--- config.mk ---
export PLATFORM = sky130hd
export DESIGN_NAME = uart_tx_frame
export DESIGN_NICKNAME = d
export VERILOG_FILES = /design/src/rtl/uart_pkg.sv /design/src/rtl/uart_baud_tick.sv /design/src/rtl/uart_tx_frame.sv
export SDC_FILE = /design/constraint.sdc
export NUM_CORES = 1
export LEC_CHECK = 0
export CAP_MARGIN = 20
export CORE_MARGIN = 2
export CORE_UTILIZATION = 28
export DETAILED_ROUTE_END_ITERATION = 10
export PLACE_DENSITY = 0.54
export SLEW_MARGIN = 0
export SYNTH_ARGS = -nofsm -noshare
export SYNTH_HDL_FRONTEND = slang
export SYNTH_SLANG_ARGS = --single-unit
--- constraint.sdc ---
create_clock -name CLK_i -period 3.8 [get_ports CLK_i]
set_input_delay 0.57 -clock CLK_i [delete_from_list [all_inputs] [get_ports CLK_i]]
set_output_delay 0.57 -clock CLK_i [all_outputs]
set_load 0.005 [all_outputs]
--- src/rtl/uart_pkg.sv ---
// Shared UART definitions: FSM state encoding, parity-mode codes and the
// baud divider helper. Used by the transmitter and the future receiver.
package uart_pkg;

  typedef enum logic [2:0] {
    IDLE   = 3'd0,
    START  = 3'd1,
    DATA   = 3'd2,
    PARITY = 3'd3,
    STOP   = 3'd4
  } uart_state_t;

  localparam logic [1:0] PAR_NONE = 2'b00;
  localparam logic [1:0] PAR_EVEN = 2'b01;
  localparam logic [1:0] PAR_ODD  = 2'b10;

  // Clocks per bit, integer-truncated.
  function automatic int calc_div(input int freq, input int speed);
    return freq / speed;
  endfunction

endpackage

--- src/rtl/uart_baud_tick.sv ---
// Bit-period timer: counts 0..DIVIDER-1 and pulses bit_end on the last clock
// of each bit. Held at 0 while restart is high so a new frame starts in phase.
module uart_baud_tick #(
  parameter int DIVIDER = 8
) (
  input  logic CLK_i,
  input  logic Reset_ni,
  input  logic restart,
  output logic bit_end
);

  localparam int              CW   = (DIVIDER > 1) ? $clog2(DIVIDER) : 1;
  localparam logic [CW-1:0]   LAST = CW'(DIVIDER - 1);

  logic [CW-1:0] tick_q;

  assign bit_end = (tick_q == LAST);

  // Tick counter: restart or end of bit returns it to 0, otherwise count up.
  always_ff @(posedge CLK_i or negedge Reset_ni) begin
    // NOTE: sequential state uses non-blocking assignments so every register
    // samples pre-edge values regardless of block ordering.
    if (!Reset_ni)                tick_q <= '0;
    else if (restart || bit_end)  tick_q <= '0;
    else                          tick_q <= tick_q + 1'b1;
  end

endmodule

--- src/rtl/uart_tx_frame.sv ---
// Parametrised UART transmitter with valid/ready input, 1-entry holding
// buffer, runtime parity / stop-bit selection and registered Tx output.
module uart_tx_frame
  import uart_pkg::*;
#(
  parameter int FREQUENCY = 50_000_000,
  parameter int SPEED     = 1_500_000,
  parameter int DATA_BITS = 8
) (
  input  logic                 CLK_i,
  input  logic                 Reset_ni,
  input  logic                 tx_valid_i,
  input  logic [DATA_BITS-1:0] tx_data_i,
  output logic                 tx_ready_o,
  input  logic [1:0]           parity_mode_i,
  input  logic                 stop2_i,
  output logic                 Tx,
  output logic                 busy_o
);

  localparam int         DIVIDER   = calc_div(FREQUENCY, SPEED);
  localparam logic [3:0] LAST_DATA = 4'(DATA_BITS - 1);

  uart_state_t          state_q, state_d;
  logic                 load;
  logic                 tx_d;
  logic                 bit_end;
  logic                 accept;
  logic                 buf_full_q;
  logic [DATA_BITS-1:0] buf_q;
  logic [DATA_BITS-1:0] shift_q;
  logic [3:0]           bit_cnt_q;
  logic                 par_q, par_en_q, stop2_q;
  logic                 tx_q, busy_q;

  assign accept     = tx_valid_i && !buf_full_q;
  assign tx_ready_o = !buf_full_q;
  assign Tx         = tx_q;
  assign busy_o     = busy_q;

  uart_baud_tick #(.DIVIDER(DIVIDER)) u_tick (
    .CLK_i    (CLK_i),
    .Reset_ni (Reset_ni),
    .restart  (state_q == IDLE),
    .bit_end  (bit_end)
  );

  // Next-state, load strobe and line level for the current bit.
  always_comb begin
    // NOTE: every output of this block gets a default first so no path
    // leaves a signal unassigned, which would infer a latch.
    state_d = state_q;
    load    = 1'b0;
    tx_d    = 1'b1;
    unique case (state_q)
      IDLE: begin
        if (buf_full_q) begin
          load    = 1'b1;
          state_d = START;
        end
      end
      START: begin
        tx_d = 1'b0;
        if (bit_end) state_d = DATA;
      end
      DATA: begin
        tx_d = shift_q[0];
        if (bit_end && bit_cnt_q == LAST_DATA)
          state_d = par_en_q ? PARITY : STOP;
      end
      PARITY: begin
        tx_d = par_q;
        if (bit_end) state_d = STOP;
      end
      STOP: begin
        if (bit_end && bit_cnt_q == (stop2_q ? 4'd1 : 4'd0)) begin
          if (buf_full_q) begin
            load    = 1'b1;
            state_d = START;
          end else begin
            state_d = IDLE;
          end
        end
      end
      default: state_d = IDLE;
    endcase
  end

  // State register; Tx and busy are registered one cycle behind the state
  // so the pin is glitch-free and start follows an accept by two edges.
  always_ff @(posedge CLK_i or negedge Reset_ni) begin
    if (!Reset_ni) begin
      state_q <= IDLE;
      tx_q    <= 1'b1;
      busy_q  <= 1'b0;
    end else begin
      state_q <= state_d;
      tx_q    <= tx_d;
      busy_q  <= (state_q != IDLE);
    end
  end

  // Bit counter: indexes data bits and stop bits, cleared on every state change.
  always_ff @(posedge CLK_i or negedge Reset_ni) begin
    if (!Reset_ni)                bit_cnt_q <= '0;
    else if (state_d != state_q)  bit_cnt_q <= '0;
    else if (bit_end)             bit_cnt_q <= bit_cnt_q + 4'd1;
  end

  // Shift register and per-frame mode latched at load; shifts LSB first.
  always_ff @(posedge CLK_i or negedge Reset_ni) begin
    // NOTE: datapath registers are reset too; they are few and a defined
    // value after reset keeps the line and the parity bit deterministic.
    if (!Reset_ni) begin
      shift_q  <= '0;
      par_q    <= 1'b0;
      par_en_q <= 1'b0;
      stop2_q  <= 1'b0;
    end else if (load) begin
      shift_q  <= buf_q;
      par_q    <= (parity_mode_i == PAR_ODD) ? ~^buf_q : ^buf_q;
      par_en_q <= (parity_mode_i == PAR_EVEN) || (parity_mode_i == PAR_ODD);
      stop2_q  <= stop2_i;
    end else if (state_q == DATA && bit_end) begin
      shift_q  <= shift_q >> 1;
    end
  end

  // Holding buffer: an accept wins over a simultaneous move to the shifter.
  always_ff @(posedge CLK_i or negedge Reset_ni) begin
    if (!Reset_ni) begin
      buf_full_q <= 1'b0;
      buf_q      <= '0;
    end else if (accept) begin
      buf_full_q <= 1'b1;
      buf_q      <= tx_data_i;
    end else if (load) begin
      buf_full_q <= 1'b0;
    end
  end

endmodule

==> results.md <==
- Status: finished clean
- Vias in the first global route: 1220
- Post-synthesis area per instance: 12.3 sq um
- Placer Congestion: 0.747
- XOR/XNOR Fraction of Synth Area: 7.96%
- Largest family of logic cells by synthesized area: multiplexers
- Drt total wl: 3.18 mm
- Critical path type: in2reg
- Finished Core Util: 33.7%
- Final setup vio count: 0
- Pwr Density: 731 nW/um^2
- First-pass GRT wire length: 5.70 mm
- Max incr delay on CP: 0.45 ns
- Clock buffer depth: 2
- Worst Path Max Fanout: 1
- Initial Util: 28.9%
- Post-Place Worst Slack: 1.47 ns
- Setup bufs post-CTS: 0
- Post-CTS Resized: 0
- Synth cell types: 43
- Synth Area in Adders: 2.74%
- Worst-path clk slew: 0.07 ns
- Most frequent cells after synthesis: dfrtp_1, mux2_4, xnor2_1, mux2_2, nor2_1
- Mux cell area share after synthesis: 18.0%
- DRC: 0
- Synth Warn #: 0
- #FFs+latches synth: 35
- Post-DP HPWL: 2.30 mm
- Dominant cells by area after synthesis: dfrtp_1, mux2_4, xnor2_1
- Area of the die: 7180 sq um
- Cells after synthesis: 148
- Via Count: 1139
- Crit path required time: 3.97 ns
- Row count: 29
- Critical Path Sink Type: register
- Simple-Gate Fraction of Synth Area: 13.6%
- Worst Skew: 0.00726 ns
- Final antenna-violating net count: 0
- Relative slew slack: 47.0%
- Leak pwr: 0.901 nW
- Compound-cell area share of the yosys netlist: 6.24%
- Final Cycle Share: 52.9%
- Mapped cell area: 1820 sq um
- Mapped Nets: 166
- I/O pin cnt: 17
- Fin nets: 184
- Ant diodes: 0
- Async S/R FF share, synth: 100%
- Layout cells sized above 1: 20.4%
- Tmin final: 2.01 ns
- Worst-skew pair later-pin latency: 0.29 ns
- Die width: 84.7 um
- Fill count: 649
- Core footprint: 6310 sq um
- Worst hold path class: in2async
- Initial antenna violation count: 0
- Total congestion overflow: 0
- Critical path's slowest cell: clkdlybuf4s50_1
- Final worst setup slack: 1.79 ns
- Die height: 84.7 um
- Register area share after synthesis: 48.1%
- Via density: 4.67
- Total GRT Usage: 10.1%
- IO buf count: 16
- CTS tree: done
- Drt first pass iters: 4
- Post-synth top area cell: dfrtp_1
- # hold bufs at CTS: 0
- Slew Limit Fails: 0
- Yosys top cell area share: 46.6%
- CP startpoint kind: input port
- Most common cell in the netlist: dfrtp_1
- Cell chain of the critical path: clkdlybuf4s50_1 > inv_1 > ha_1 > xnor2_1 > xnor3_1 > xnor2_1 > mux2_1
- Worst VDD drop: 219 uV
- Slew @ Worst Pin: 0.795 ns
- Max Freq: 498 MHz
- CTS H-tree depth: 2
- Final TNS setup: 0 ns
- R2R Setup Slk: 1.89 ns
- Dominant synthesized flop cell: dfrtp_1
- CP delay by family, top: XOR/XNOR gates
- Worst path bufs/invs: 2
- Crit path top cell by count: xnor2_1
- Final hold vios: 0
- Largest net degree at the start of global routing: 36
- Clock sinks: 35
- TritonCTS buffer count: 5
- RSZ-0062 raised after global routing: false
- Clk root buf: clkbuf_8
- CP Data Arrival Time: 2.18 ns
- EDFF count, synth: 0
- Iter 0 DRT Violations: 41
- Area Overhead vs Synth: 16.5%
- Maxcap violations: 0
- Wire per inst: 13.0 um
[worst register-to-register path: stages, from the launching register on]
cell,delay (ns)
dfrtp_1,0.41
inv_1,0.07
ha_1,0.16
and4bb_4,0.28
a41o_1,0.25
nand2_2,0.24
mux2_1,0.39
[sequential cells by signal (all words and copies together), names as in the netlist]
| register | flops |
|---|---|
| state_q | 3 |
| shift_q | 8 |
| stop2_q | 1 |
| Tx | 1 |
| par_en_q | 1 |
| u_tick.tick_q | 6 |
| par_q | 1 |
| bit_cnt_q | 4 |
| buf_q | 8 |
| busy_o | 1 |
| buf_full_q | 1 |
[logic make-up (layout without fill, tap and decap cells)]
group           Yosys count  after routing
simple gates             41             41
flops                    35             35
mux                      25             25
compound gates           16             16
xor+xnor                 15             15
buf+inv                  12             31
fa+ha+maj                 4              4
[stage by stage]
step | std cells | power, mW | instance area [sq um] | hold slack (ns)
after floorplan | 148 | 1.18 | 1820 | 0.274
after global placement | 236 | 1.29 | 2040 | 0.483
after detailed placement | 236 | 1.31 | 2040 | 0.480
after CTS | 244 | 1.58 | 2120 | 0.392
after global routing | 244 | 1.68 | 2120 | 0.434
final | 244 | 1.55 | 2120 | 0.371
[layout make-up]
class	instances	area, sq um	area share (%)
sequential	35	877	41.3
tap	77	96.3	4.53
multi-input combinational	101	885	41.6
clock inverter	2	12.5	0.589
inverter	7	26.3	1.24
clock buffer	6	72.6	3.42
timing repair buffer	16	155	7.30
[layout by cell type (no fill, tap or decap), drive strengths merged, types with 2 or more instances in the layout]
cell type      instances
dfrtp                 34
mux2                  23
clkdlybuf4s50         15
xnor2                 11
nor2                   8
nand2                  7
inv                    6
clkbuf                 6
nand3                  5
a21oi                  4
nor4                   4
ha                     4
xor2                   3
nor2b                  3
nor3b                  3
nor3                   2
nand4                  2
nand3b                 2
o21ai                  2
mux2i                  2
clkinv                 2
and3                   2
[final timing paths]
path | from | endpoint | cells past startpoint
hold / removal | Reset_ni | u_tick.tick_q[0]$_DFF_PN0_ | 1
min in group CLK_i | u_tick.tick_q[0]$_DFF_PN0_ | u_tick.tick_q[0]$_DFF_PN0_ | 1
max in group asynchronous | Reset_ni | shift_q[0]$_DFFE_PN0P_ | 1
setup / recovery | parity_mode_i[0] | par_q$_DFFE_PN0P_ | 7
setup reg to reg | u_tick.tick_q[0]$_DFF_PN0_ | par_q$_DFFE_PN0P_ | 6
hold reg to reg | u_tick.tick_q[0]$_DFF_PN0_ | u_tick.tick_q[0]$_DFF_PN0_ | 1
[metal layers]
layer	wire length, um	global-route usage, %	up-vias
met2	1480	15.3	18
li1	-	-	557
met4	49	4.76	0
met3	97	2.36	4
met1	1560	13.5	560
met5	0	0	-
[power by group]
group	leakage [nW]	switching (mW)	total [mW]	internal [mW]
clock	0.0412	0.136	0.264	0.128
combinational	0.439	0.219	0.613	0.394
sequential	0.421	0.143	0.675	0.532
total	0.901	0.498	1.55	1.05
No activity file was read; power rests on OpenSTA's default activity.
